<file path="src/rtl/mem_march_bist_if.sv">
// Memory access bus between the BIST initiator (master) and one memory macro (slave).
interface mem_march_bist_if #(
  parameter int ADDR_W = 12,
  parameter int DATA_W = 8
);
  logic              mem_cen;
  logic              mem_rd;
  logic              mem_wr;
  logic [ADDR_W-1:0] mem_add;
  logic [DATA_W-1:0] mem_din;
  logic [DATA_W-1:0] mem_dout;

  modport master (output mem_cen, mem_rd, mem_wr, mem_add, mem_din, input mem_dout);
  modport slave  (input mem_cen, mem_rd, mem_wr, mem_add, mem_din, output mem_dout);
endinterface

</file>
<file path="src/rtl/mem_march_bist.sv">
// March C- memory BIST initiator over the full address space.
// Define BIST_DIAG_EN to build first-miscompare capture on fail_addr/fail_exp/fail_act.
module mem_march_bist #(
  parameter int ADDR_W = 12,
  parameter int DATA_W = 8,
  parameter int RD_LAT = 1
) (
  input  logic              clk,
  input  logic              rst,
  input  logic              start,
  output logic              busy,
  output logic              done,
  output logic              pass,
  output logic [7:0]        err_count,
  output logic [ADDR_W-1:0] fail_addr,
  output logic [DATA_W-1:0] fail_exp,
  output logic [DATA_W-1:0] fail_act,
  mem_march_bist_if.master  mem
);
  localparam logic [2:0] S_IDLE  = 3'd0;
  localparam logic [2:0] S_WR    = 3'd1;
  localparam logic [2:0] S_RD    = 3'd2;
  localparam logic [2:0] S_RWAIT = 3'd3;
  localparam logic [2:0] S_CMP   = 3'd4;
  localparam logic [2:0] S_DONE  = 3'd5;

  localparam logic [ADDR_W-1:0] ADDR_ZERO = {ADDR_W{1'b0}};
  localparam logic [ADDR_W-1:0] ADDR_MAX  = {ADDR_W{1'b1}};
  localparam logic [ADDR_W-1:0] ADDR_ONE  = {{(ADDR_W-1){1'b0}}, 1'b1};
  localparam logic [DATA_W-1:0] DATA_ZERO = {DATA_W{1'b0}};
  localparam logic [1:0]        WAIT_INIT = (RD_LAT > 1) ? 2'(RD_LAT - 2) : 2'd0;

  // Elements 3 and 4 walk the address space downwards.
  function automatic logic is_down(input logic [2:0] e);
    return (e == 3'd3) || (e == 3'd4);
  endfunction

  function automatic logic [DATA_W-1:0] bg(input logic b);
    return b ? {DATA_W{1'b1}} : {DATA_W{1'b0}};
  endfunction

  logic [2:0]        state_q, state_d;
  logic [2:0]        elem_q, elem_d;
  logic [ADDR_W-1:0] addr_q, addr_d;
  logic [1:0]        wcnt_q, wcnt_d;
  logic [7:0]        err_q, err_d;
  logic              done_q, done_d;
  logic              pass_q, pass_d;
  logic              busy_q, cen_q, rd_q, wr_q;
  logic [ADDR_W-1:0] add_q;
  logic [DATA_W-1:0] din_q;

  logic              last_addr_s, miscmp_s, active_s;
  logic [ADDR_W-1:0] next_addr_s;
  logic [DATA_W-1:0] exp_s;

  assign last_addr_s = is_down(elem_q) ? (addr_q == ADDR_ZERO) : (addr_q == ADDR_MAX);
  assign next_addr_s = is_down(elem_q) ? (addr_q - ADDR_ONE) : (addr_q + ADDR_ONE);
  // Reads in odd elements expect B0, in even elements B1.
  assign exp_s       = bg(~elem_q[0]);
  assign miscmp_s    = (state_q == S_CMP) && (mem.mem_dout != exp_s);
  assign active_s    = (state_d == S_WR) || (state_d == S_RD) ||
                       (state_d == S_RWAIT) || (state_d == S_CMP);

  // Next-state sequencing of March elements, addresses and result counters.
  always_comb begin
    state_d = state_q;
    elem_d  = elem_q;
    addr_d  = addr_q;
    wcnt_d  = wcnt_q;
    err_d   = err_q;
    done_d  = done_q;
    pass_d  = pass_q;
    case (state_q)
      S_IDLE, S_DONE: begin
        if (start) begin
          state_d = S_WR;
          elem_d  = 3'd0;
          addr_d  = ADDR_ZERO;
          err_d   = 8'd0;
          done_d  = 1'b0;
          pass_d  = 1'b0;
        end else begin
          state_d = state_q;
        end
      end
      S_WR: begin
        if (last_addr_s) begin
          elem_d  = elem_q + 3'd1;
          addr_d  = is_down(elem_q + 3'd1) ? ADDR_MAX : ADDR_ZERO;
          state_d = S_RD;
        end else begin
          addr_d  = next_addr_s;
          state_d = (elem_q == 3'd0) ? S_WR : S_RD;
        end
      end
      S_RD: begin
        if (RD_LAT > 1) begin
          state_d = S_RWAIT;
          wcnt_d  = WAIT_INIT;
        end else begin
          state_d = S_CMP;
        end
      end
      S_RWAIT: begin
        if (wcnt_q == 2'd0) begin
          state_d = S_CMP;
        end else begin
          wcnt_d  = wcnt_q - 2'd1;
        end
      end
      S_CMP: begin
        if (miscmp_s && (err_q != 8'hFF)) begin
          err_d = err_q + 8'd1;
        end else begin
          err_d = err_q;
        end
        if (elem_q != 3'd5) begin
          state_d = S_WR;
        end else if (last_addr_s) begin
          state_d = S_DONE;
          done_d  = 1'b1;
          pass_d  = (err_d == 8'd0);
        end else begin
          addr_d  = next_addr_s;
          state_d = S_RD;
        end
      end
      default: state_d = S_IDLE;
    endcase
  end

  // State, counters and registered bus/status outputs.
  always_ff @(posedge clk or negedge rst) begin
    if (!rst) begin
      state_q <= S_IDLE;
      elem_q  <= 3'd0;
      addr_q  <= ADDR_ZERO;
      wcnt_q  <= 2'd0;
      err_q   <= 8'd0;
      done_q  <= 1'b0;
      pass_q  <= 1'b0;
      busy_q  <= 1'b0;
      cen_q   <= 1'b1;
      rd_q    <= 1'b0;
      wr_q    <= 1'b0;
      add_q   <= ADDR_ZERO;
      din_q   <= DATA_ZERO;
    end else begin
      state_q <= state_d;
      elem_q  <= elem_d;
      addr_q  <= addr_d;
      wcnt_q  <= wcnt_d;
      err_q   <= err_d;
      done_q  <= done_d;
      pass_q  <= pass_d;
      busy_q  <= active_s;
      cen_q   <= ~active_s;
      rd_q    <= (state_d == S_RD);
      wr_q    <= (state_d == S_WR);
      add_q   <= active_s ? addr_d : ADDR_ZERO;
      din_q   <= (state_d == S_WR) ? bg(elem_d[0]) : DATA_ZERO;
    end
  end

  assign busy         = busy_q;
  assign done         = done_q;
  assign pass         = pass_q;
  assign err_count    = err_q;
  assign mem.mem_cen  = cen_q;
  assign mem.mem_rd   = rd_q;
  assign mem.mem_wr   = wr_q;
  assign mem.mem_add  = add_q;
  assign mem.mem_din  = din_q;

`ifdef BIST_DIAG_EN
  logic              start_acc_s;
  logic [ADDR_W-1:0] fail_addr_q;
  logic [DATA_W-1:0] fail_exp_q, fail_act_q;

  assign start_acc_s = start && ((state_q == S_IDLE) || (state_q == S_DONE));

  // First-miscompare capture; an accepted start clears it.
  always_ff @(posedge clk or negedge rst) begin
    if (!rst) begin
      fail_addr_q <= ADDR_ZERO;
      fail_exp_q  <= DATA_ZERO;
      fail_act_q  <= DATA_ZERO;
    end else if (start_acc_s) begin
      fail_addr_q <= ADDR_ZERO;
      fail_exp_q  <= DATA_ZERO;
      fail_act_q  <= DATA_ZERO;
    end else if (miscmp_s && (err_q == 8'd0)) begin
      fail_addr_q <= addr_q;
      fail_exp_q  <= exp_s;
      fail_act_q  <= mem.mem_dout;
    end else begin
      fail_addr_q <= fail_addr_q;
      fail_exp_q  <= fail_exp_q;
      fail_act_q  <= fail_act_q;
    end
  end

  assign fail_addr = fail_addr_q;
  assign fail_exp  = fail_exp_q;
  assign fail_act  = fail_act_q;
`else
  assign fail_addr = ADDR_ZERO;
  assign fail_exp  = DATA_ZERO;
  assign fail_act  = DATA_ZERO;
`endif
endmodule

</file>
<file path="src/flat_wrapper.sv">
// flat-port wrapper written by rule: the top's interface ports become plain ports
module mem_march_bist_flat 
#(
  parameter int ADDR_W = 12,
  parameter int DATA_W = 8,
  parameter int RD_LAT = 1
)
  (clk, rst, start, busy, done, pass, err_count, fail_addr, fail_exp, fail_act, mem_mem_cen, mem_mem_rd, mem_mem_wr, mem_mem_add, mem_mem_din, mem_mem_dout);
  mem_march_bist_if #(.ADDR_W(ADDR_W), .DATA_W(DATA_W)) mem_i ();
  input  logic clk;
  input  logic rst;
  input  logic start;
  output logic busy;
  output logic done;
  output logic pass;
  output logic [7:0] err_count;
  output logic [ADDR_W-1:0] fail_addr;
  output logic [DATA_W-1:0] fail_exp;
  output logic [DATA_W-1:0] fail_act;
  output wire logic [$bits(mem_i.mem_cen)-1:0] mem_mem_cen;
  output wire logic [$bits(mem_i.mem_rd)-1:0] mem_mem_rd;
  output wire logic [$bits(mem_i.mem_wr)-1:0] mem_mem_wr;
  output wire logic [$bits(mem_i.mem_add)-1:0] mem_mem_add;
  output wire logic [$bits(mem_i.mem_din)-1:0] mem_mem_din;
  input wire logic [$bits(mem_i.mem_dout)-1:0] mem_mem_dout;
  assign mem_mem_cen = mem_i.mem_cen;
  assign mem_mem_rd = mem_i.mem_rd;
  assign mem_mem_wr = mem_i.mem_wr;
  assign mem_mem_add = mem_i.mem_add;
  assign mem_mem_din = mem_i.mem_din;
  assign mem_i.mem_dout = mem_mem_dout;
  mem_march_bist #(.ADDR_W(ADDR_W), .DATA_W(DATA_W), .RD_LAT(RD_LAT)) u_core (.clk(clk), .rst(rst), .start(start), .busy(busy), .done(done), .pass(pass), .err_count(err_count), .fail_addr(fail_addr), .fail_exp(fail_exp), .fail_act(fail_act), .mem(mem_i));
endmodule
</file>
<file path="config.mk">
export PLATFORM = sky130hd
export DESIGN_NAME = mem_march_bist_flat
export DESIGN_NICKNAME = d
export VERILOG_FILES = /design/src/rtl/mem_march_bist_if.sv /design/src/rtl/mem_march_bist.sv /design/src/flat_wrapper.sv
export SDC_FILE = /design/constraint.sdc
export NUM_CORES = 1
export LEC_CHECK = 0
export ABC_AREA = 1
export BUFFER_PORTS_ARGS = -buffer_cell sky130_fd_sc_hd__buf_2
export CORE_ASPECT_RATIO = 0.75
export CORE_MARGIN = 2
export CORE_UTILIZATION = 45
export DETAILED_ROUTE_END_ITERATION = 12
export PLACE_DENSITY = 0.7
export RECOVER_POWER = 25
export SYNTH_ARGS = -nofsm -noshare
export SYNTH_HDL_FRONTEND = slang
export SYNTH_SLANG_ARGS = --single-unit
</file>
<file path="constraint.sdc">
create_clock -name clk -period 2.4 [get_ports clk]
set_input_delay 0.48 -clock clk [delete_from_list [all_inputs] [get_ports clk]]
set_output_delay 0.48 -clock clk [all_outputs]
set_load 0.01 [all_outputs]
</file>
==> flow_summary.yaml, run 1 <==
outcome:
  status: "complete, but fails checks"
  violations: "setup timing"
power:
  p_switching_mw: 1.83
  power_leakage_nw: 2.42
  power.density_mw_per_mm2: 970
  p_sw_share_pct: 44.4
  ir_drop_mv: 0.766
  p_int_mw: 2.29
  power_frac_seq_pct: 29.4
  clockPowerShare_pct: 16.9
  finalPower_mw: 4.12
  combPwrFrac_pct: 53.7
clock_tree:
  clock_latency_ns: 0.31
  cts_tree: "done"
  cts_buffers: 5
  cts_setup_buffers: 0
  clk_path_buf_depth: 2
  cts.sinks: 47
  clockRootBuffer: "clkbuf_8"
  htreeDepth: 2
  clk_pin_slew_ns: 0.09
layout:
  fin_nets: 607
  num_antenna_cells: 0
  final_layout_size_suffix_gt1_share_pct: 23.6
  areaGrowthSynthToFinish_pct: 20.2
synth:
  ys.flop_type: "dfrtp_1"
  syn_inst: 506
  yosysTopAreaCell: "dfrtp_1"
  yosys-top-cells-count: "nand2_1 (124), nor2_1 (77), inv_1 (72)"
  synthArstFlopShare_pct: 100
  synth_cell_types: 34
  yosysWarnings: 0
  syn_area_mm2: 0.00353
  synth.most_common_cell: "nand2_1"
  synth_edf_count: 0
  synthTopCellsByArea: "dfrtp_1 (33%), nand2_1 (13%), nor2_1 (8.2%)"
  ys_ff_latch: 47
  synth_seq_area_share_pct: 33.3
  syn_area_per_cell_um2: 6.98
  synth_top_area_share_pct: 32.6
routing:
  routed_wirelength_um: 8850
  ant_nets: 0
  drt-initial-drc-count: 227
  drc: 0
  drt_pass1_iterations: 6
  vias: 3314
  wire_per_inst_um: 13.0
  via_per_inst: 4.87
global_routing:
  grt.overflow.total: 0
  grt_pass1_wl_um: 14000
  grt_start_max_net_pins: 26
  grt_pass1_vias: 2896
  antenna_found_initial: 0
  grt_usage_pct: 21.0
flow_run:
  max-cap-violations: 0
floorplan:
  die_w_um: 106
  die_y_um: 80.7
  fp.dieArea_mm2: 0.00858
  start_util_pct: 47.3
  placementRows: 27
  io_pins: 73
  core_mm2: 0.00747
sta:
  fin_hold_ws_ns: 0.195
  min_period_ns: 2.40
  finalHoldViolCount: 0
  setup_viol: 1
  grt_setup_unrepaired: "yes"
  skew_ns: 0.00550
  max_freq_mhz: 416
  setup_ws_ns: -0.00420
  maxSlewHeadroom_pct: 12.3
  slew_violations: 0
  fin_crit_sh_pct: 100
  tightest_slew_ns: 1.32
placed_design:
  dpl.hpwl_um: 7120
  io_buffers: 44
  gp_congestion: 0.983
setup_path:
  timing.rr.start: "u_core.elem_q[0]$_DFF_PN0_"
  reg2reg_depth: 17
  path_class: "reg -> reg"
  cp-start-kind: "register"
  critPathBufInv: 4
  worstPathCellList: "inv_1 > ha_1 > inv_1 > nand2_1 > o21ai_4 > inv_6 > ha_1 > nand3_1 > nand3_1 > buf_4 > a21oi_1 > nand2_1 > nand3_1 > nand2_1 > nor2_1 > nor2_1 > nor2_2"
  slowest_delay_ns: 0.38
  cp.arrival_ns: 2.65
  crit_family: "simple AND/OR/NAND/NOR gates"
  required_ns: 2.65
  path_depth: 17
  crit_slowest_cell: "dfrtp_1"
  startpoint: "u_core.elem_q[0]$_DFF_PN0_"
  cp-end-kind: "register"
  critPathMaxFanout: 11
worst_hold_path:
  hold_path_class: "in -> async"
worst paths after layout:
check                      slack (ns)                               to
max                            -0.004  u_core.mem.mem_add[7]$_DFF_PN0_
min                              0.20            u_core.busy$_DFF_PN0_
max reg2reg                    -0.004  u_core.mem.mem_add[7]$_DFF_PN0_
min reg2reg                      0.47     u_core.wcnt_q[0]$_DFFE_PN0P_
max in group asynchronous        0.55      u_core.state_q[0]$_DFF_PN0_
min in group clk                 0.47     u_core.wcnt_q[0]$_DFFE_PN0P_
stage by stage:
step | area [um2] | TNS, ns | util [%] | cells | worst slack (ns)
final | 4250 | -0.00420 | 56.9 | 681 | -0.00420
after global routing | 4250 | -1.85 | 56.9 | 681 | -0.167
after CTS | 4140 | 0 | 55.4 | 681 | 0.00178
after detailed placement | 3980 | -0.182 | 53.3 | 673 | -0.0800
after global placement | 3980 | -0.0237 | 53.3 | 673 | -0.0122
after floorplan | 3640 | 0 | - | 533 | 0.0227
layout by cell type (no fill, tap or decap), drive strengths merged:
cell type / netlist / final
nand2: 129 / 129
nor2: 90 / 90
inv: 76 / 76
buf: 39 / 75
dfrtp: 46 / 46
nand3: 41 / 41
conb: 1 / 28
o21ai: 21 / 21
ha: 16 / 16
xor2: 9 / 9
a21oi: 9 / 9
o22ai: 8 / 8
clkbuf: 0 / 8
nand4: 6 / 6
nor3: 4 / 4
xnor2: 3 / 3
o21bai: 3 / 3
nand3b: 2 / 2
bufinv: 0 / 2
maj3: 1 / 1
fa: 1 / 1
clkinvlp: 0 / 1
dfstp: 1 / 1
per-layer routing:
| layer | up-vias | wire [um] | track usage (%) |
|---|---|---|---|
| li1 | 1654 | - | - |
| met1 | 1517 | 4470 | 33.1 |
| met2 | 134 | 3600 | 29.4 |
| met3 | 9 | 694 | 4.25 |
| met4 | 0 | 76 | 3.95 |
| met5 | - | 0 | 0 |
worst reg2reg max path, delay by kind of cell (launching register included):
family / cells / cell delay, ns
AND/OR/NAND/NOR: 9 / 0.80
adder cells (fa/ha/maj): 2 / 0.50
flip-flops: 1 / 0.38
buffers and inverters: 4 / 0.43
AO/OA/AOI/OAI: 2 / 0.23
power by group through the flow:
stage	registers [mW]	logic [mW]	clock network [mW]
finish	1.21	2.21	0.698
global route	1.24	2.46	0.731
CTS	1.18	2.12	0.709
detailed placement	1.19	2.09	0
global placement	1.19	2.08	0
floorplan	1.21	1.33	0
cell families after synthesis:
family	synth area share, %
AOI/OAI and AO/OA	6.52
xor gates and xnor gates	2.97
adders and majority gates	6.52
buffers and inverters	16.4
DFF	33.3
other	0.106
and+or+nand+nor	34.1
cell type report:
cell class | instances | area [um2]
Multi-Input combinational cell | 371 | 2030
Inverter | 76 | 290
Tap cell | 101 | 126
Clock buffer | 5 | 68.8
Sequential cell | 47 | 1180
Fill cell | 713 | 3220
Clock inverter | 3 | 67.6
Timing Repair Buffer | 78 | 492
registers in the layout, indices dropped and copies added (netlist names):
name and cells:
u_core.mem.mem_add 12, u_core.wcnt_q 2, u_core.busy 1, u_core.mem.mem_rd 1, u_core.done 1, u_core.err_count 8, u_core.pass 1, u_core.addr_q 12
u_core.state_q 3, u_core.mem.mem_cen 1, u_core.mem.mem_din 1, u_core.mem.mem_wr 1, u_core.elem_q 3
what timing repair did:
action | in CTS | in global routing
hold buffers | 0 | 0
setup endpoints to repair | 6 | 23
pin swaps | 0 | 0
resized for setup | 4 | 26
No activity file was read; power rests on OpenSTA's default activity.
==> inputs of run 2 (changes only) <==
- ABC_AREA: 1 -> 0
- PLACE_DENSITY: 0.7 -> 0.71
==> flow_summary.yaml, run 2 <==
outcome:
  status: "complete, but fails checks"
  violations: "setup timing"
setup_path:
  cp-end-kind: "register"
  cp-start-kind: "register"
  path_class: "reg -> reg"
  cp.arrival_ns: 2.94
  required_ns: 2.59
  critPathMaxFanout: 6
clock_tree:
  clockRootBuffer: "clkbuf_8"
  htreeDepth: 2
  clk_path_buf_depth: 2
  cts_buffers: 5
  cts_hold_buf: 0
  cts.sinks: 47
  cts_tree: "done"
  clk_pin_slew_ns: 0.08
  clock_latency_ns: 0.30
sta:
  fin_crit_sh_pct: 114
  setup_ws_ns: -0.347
  finalHoldViolCount: 0
  setup_viol: 20
  skew_ns: 0.00604
  min_period_ns: 2.75
  max_freq_mhz: 364
  maxSlewHeadroom_pct: 24.1
  grt_setup_unrepaired: "yes"
  tightest_slew_ns: 1.14
  setup_tns_ns: -3.33
  slew_violations: 0
synth:
  synthArstFlopShare_pct: 100
  synth_seq_area_share_pct: 38.2
  syn_inst: 336
  synthTopCellsByArea: "dfrtp_1 (37%), buf_4 (8.5%), ha_1 (6.5%)"
  yosysTopAreaCell: "dfrtp_1"
  yosysWarnings: 0
  yosys-top-cells-count: "dfrtp_1 (46), buf_4 (35), nand2_1 (35)"
  syn_area_per_cell_um2: 9.18
  syn_area_mm2: 0.00308
  ys_ff_latch: 47
  synth_edf_count: 0
  synth_top_area_share_pct: 37.3
  synth_cell_types: 58
  ys.flop_type: "dfrtp_1"
  synth.most_common_cell: "dfrtp_1"
floorplan:
  start_util_pct: 45.8
  die_w_um: 99.6
  die_y_um: 75.7
  placementRows: 26
  fp.dieArea_mm2: 0.00754
  io_pins: 73
  core_mm2: 0.00673
global_routing:
  grt_pass1_vias: 2395
  grt_usage_pct: 20.5
  grt.overflow.total: 0
  antenna_found_initial: 0
  grt_start_max_net_pins: 48
  grt_pass1_wl_um: 12000
routing:
  routed_wirelength_um: 8030
  via_per_inst: 5.62
  ant_nets: 0
  drt-initial-drc-count: 296
  drc: 0
  drt_pass1_iterations: 5
  vias: 2787
  wire_per_inst_um: 16.2
power:
  ir_drop_mv: 0.252
  finalPower_mw: 1.64
  power_leakage_nw: 1.86
  p_int_mw: 1.17
  power.density_mw_per_mm2: 412
  p_sw_share_pct: 29.0
  power_frac_seq_pct: 56.2
  combPwrFrac_pct: 13.5
  clockPowerShare_pct: 30.4
  p_switching_uw: 476
layout:
  final_layout_size_suffix_gt1_share_pct: 37.1
  areaGrowthSynthToFinish_pct: 29.4
  num_antenna_cells: 0
  final_cell_mix: "dfrtp_1 (46), buf_2 (44), nand2_1 (31)"
  fin_nets: 439
  mostFrequentLayoutCell: "dfrtp_1"
  final.fill_count: 556
  final_area_mm2: 0.00399
placed_design:
  dpl.hpwl_um: 5110
  place_area_mm2: 0.00350
  io_buffers: 44
  gp_congestion: 0.961
worst_hold_path:
  hold_path_class: "in -> async"
flow_run:
  max-cap-violations: 0
[run 2: path summary, 6_finish.rpt]
check | from | slack [ns] | depth (start not counted) | endpoint
max | u_core.elem_q[1]$_DFFE_PN0P_ | -0.35 | 11 | u_core.mem.mem_add[11]$_DFF_PN0_
min | rst | 0.48 | 2 | u_core.state_q[1]$_DFF_PN0_
min in group clk | u_core.wcnt_q[0]$_DFFE_PN0P_ | 0.48 | 1 | u_core.wcnt_q[0]$_DFFE_PN0P_
max in group asynchronous | rst | 1.22 | 2 | u_core.addr_q[9]$_DFF_PN0_
min reg2reg | u_core.wcnt_q[0]$_DFFE_PN0P_ | 0.48 | 1 | u_core.wcnt_q[0]$_DFFE_PN0P_
max reg2reg | u_core.elem_q[1]$_DFFE_PN0P_ | -0.35 | 11 | u_core.mem.mem_add[11]$_DFF_PN0_
[run 2: worst max-delay path, cell delays in order (launching register included)]
cell and delay (ns):
dfrtp_1 0.40, inv_2 0.07, ha_4 0.17, mux2_4 0.35, ha_4 0.31, o211ai_1 0.15
o211ai_1 0.28, o211ai_1 0.24, o21ai_1 0.20, xnor2_1 0.10, a211o_1 0.28, o211a_1 0.11
[run 2: layout make-up]
cell class | instances | area [um2] | share of cell area (%)
multi-input combinational | 257 | 1970 | 49.3
sequential | 47 | 1180 | 29.5
timing repair buffer | 84 | 579 | 14.5
tap | 84 | 105 | 2.63
clock buffer | 7 | 86.3 | 2.16
inverter | 16 | 67.6 | 1.69
clock inverter | 1 | 8.76 | 0.220
[run 2: power groups by stage]
| stage | clock (mW) | combinational, mW | sequential [mW] |
|---|---|---|---|
| final | 0.499 | 0.221 | 0.923 |
| after global routing | 0.547 | 0.248 | 0.934 |
| after CTS | 0.524 | 0.223 | 0.921 |
| after detailed placement | 0 | 0.223 | 0.937 |
| after global placement | 0 | 0.215 | 0.934 |
| after floorplan | 0 | 0.196 | 0.911 |
[run 2: logic make-up after synthesis]
family | Yosys count | share of synthesized area [%]
AND/OR/NAND/NOR | 123 | 21.6
AO/OA/AOI/OAI | 68 | 15.2
buffers and inverters | 61 | 12.0
flip-flops | 47 | 38.2
adder cells (fa/ha/maj) | 18 | 7.47
XOR/XNOR | 14 | 3.98
multiplexers | 4 | 1.46
other | 1 | 0.122
[run 2: what timing repair did]
item	in CTS	in global routing
setup endpoints to repair	27	31
buffers inserted	8	5
pin swaps	32	32
resized for setup	29	49
gates cloned	2	0
[run 2: metal layers]
metal	global-route usage, %	vias up	wire [um]
li1	-	1296	-
met1	28.9	1323	3550
met2	32.6	140	3650
met3	3.76	28	603
met4	6.24	0	224
met5	0	-	0
[run 2: through the flow]
stage               utilization, %  worst slack [ns]  hold WS (ns)  cells
CTS                           56.4            -0.213         0.277    494
finish                        59.3            -0.347         0.478    496
floorplan                        -            -0.101         0.184    363
global placement              51.9            -0.175         0.464    476
detailed placement            51.9            -0.231         0.465    476
global route                  59.3            -0.507         0.506    496
==> inputs of run 3 (changes only) <==
- CORE_MARGIN: 2 -> unset
- CORE_UTILIZATION: 45 -> 49
- PLACE_DENSITY: 0.71 -> 0.77
==> flow_summary.yaml, run 3 (same netlist as run 2, synthesis figures left out) <==
outcome:
  status: "complete, but fails checks"
  violations: "setup timing"
placed_design:
  io_buffers: 44
  placed_cells: 473
  pre_cts_slack_ns: -0.273
  gp_congestion: 0.903
  dpl.hpwl_um: 5220
setup_path:
  cp-start-kind: "register"
  path_class: "reg -> reg"
  critPathMaxFanout: 5
  cp.arrival_ns: 2.99
  path_depth: 12
  worstPathCellList: "inv_2 > ha_4 > mux2_4 > buf_12 > ha_4 > o211ai_1 > o211ai_1 > o211ai_1 > o21ai_1 > xnor2_1 > a211o_1 > o21a_1"
  required_ns: 2.62
  cp-end-kind: "register"
  crit_family: "compound AO/OA/AOI/OAI gates"
  critPathBufInv: 2
  crit_slowest_cell: "dfrtp_1"
  reg2reg_depth: 12
  crit_path_frequent_cell: "o211ai_1"
  slowest_delay_ns: 0.42
global_routing:
  grt_start_max_net_pins: 31
  grt_usage_pct: 23.1
  grt_pass1_vias: 2529
  grt.overflow.total: 0
  grt_pass1_wl_um: 12000
  antenna_found_initial: 0
clock_tree:
  cts_buffers: 5
  htreeDepth: 2
  cts.sinks: 47
  clk_pin_slew_ns: 0.11
  clock_latency_ns: 0.32
  clk_path_buf_depth: 2
  cts_tree: "done"
  cts_hold_buf: 0
  clockRootBuffer: "clkbuf_8"
routing:
  top_layer: "met4"
  detailroute.wirelength.met2_um: 3880
  via_per_inst: 5.65
  wl_met3_um: 706
  drt-initial-drc-count: 246
  wl_met1_um: 3490
  ant_nets: 0
  vias: 2832
  wire_per_inst_um: 16.4
  routed_wirelength_um: 8200
  drt_pass1_iterations: 4
  drc: 0
floorplan:
  core_mm2: 0.00595
  io_pins: 73
  placementRows: 24
  die_y_um: 70.7
  start_util_pct: 51.9
  die_w_um: 93.6
  fp.dieArea_mm2: 0.00662
sta:
  maxSlewHeadroom_pct: 28.9
  grt_setup_unrepaired: "yes"
  max_freq_mhz: 361
  tightest_slew_ns: 1.07
  skew_ns: 0.0133
  min_period_ns: 2.77
  setup_viol: 31
  finalHoldViolCount: 0
  setup_ws_ns: -0.368
  slew_violations: 0
  fin_crit_sh_pct: 115
power:
  power.density_mw_per_mm2: 458
  finalPower_mw: 1.88
  ir_drop_mv: 0.313
  power_leakage_nw: 1.93
flow_run:
  max-cap-violations: 0
layout:
  final_layout_size_suffix_gt1_share_pct: 38.3
  final_cell_mix: "dfrtp_1 (46), buf_2 (43), buf_4 (42)"
  mostFrequentLayoutCell: "dfrtp_1"
  areaGrowthSynthToFinish_pct: 33.3
  final.fill_count: 425
  fin_nets: 450
  num_antenna_cells: 0
  final_core_util_pct: 69.1
  stdcell_count: 501
worst_hold_path:
  hold_path_class: "in -> async"
-- run 3: cell types whose count changed in the layout (fill, tap and decap cells not counted), moves of 3 or more --
cell,change
o21ai_1,+3
nor2_4,+3
buf_4,+15
o21ai_2,-4
-- run 3: timing repair --
item	4_1_cts	5_1_grt
setup buffers	3	15
pin swaps	25	29
gates cloned	1	1
setup endpoints to repair	21	29
gates resized for setup	33	42
-- run 3: where the power goes --
group	total (mW)	switching, mW	internal [mW]
clock network	0.736	0.313	0.423
registers	0.922	0.0866	0.836
logic	0.224	0.129	0.0950
-- run 3: cell type report --
type,count,area (um2),share of cell area [%]
timing repair buffer,96,653,15.9
clock buffer,5,68.8,1.67
clock inverter,3,71.3,1.74
multi-input combinational,256,1980,48.1
inverter,16,65.1,1.58
tap,78,97.6,2.37
sequential,47,1180,28.6
-- run 3: path summary, 6_finish.rpt --
check / from / slack [ns] / end
max: u_core.elem_q[1]$_DFFE_PN0P_ / -0.37 / u_core.addr_q[11]$_DFF_PN0_
min: rst / 0.32 / u_core.elem_q[2]$_DFFE_PN0P_
max reg2reg: u_core.elem_q[1]$_DFFE_PN0P_ / -0.37 / u_core.addr_q[11]$_DFF_PN0_
min reg2reg: u_core.pass$_DFFE_PN0P_ / 0.49 / u_core.pass$_DFFE_PN0P_
max in group asynchronous: rst / 0.80 / u_core.addr_q[4]$_DFF_PN0_
min in group clk: u_core.pass$_DFFE_PN0P_ / 0.49 / u_core.pass$_DFFE_PN0P_
-- run 3: per-layer routing --
layer	global-route usage, %	vias to the layer above
met5	0	-
met4	7.01	0
met3	4.62	13
met2	36.0	141
met1	32.5	1367
li1	-	1311
-- run 3: stage by stage --
stage	TNS [ns]	hold WS (ns)	instance area, um2
6_report	-5.17	0.319	4110
5_1_grt	-8.22	0.416	4110
4_1_cts	-2.12	0.105	3840
3_5_place_dp	-3.39	0.445	3520
3_3_place_gp	-1.87	0.434	3520
2_1_floorplan	-0.457	0.184	3260
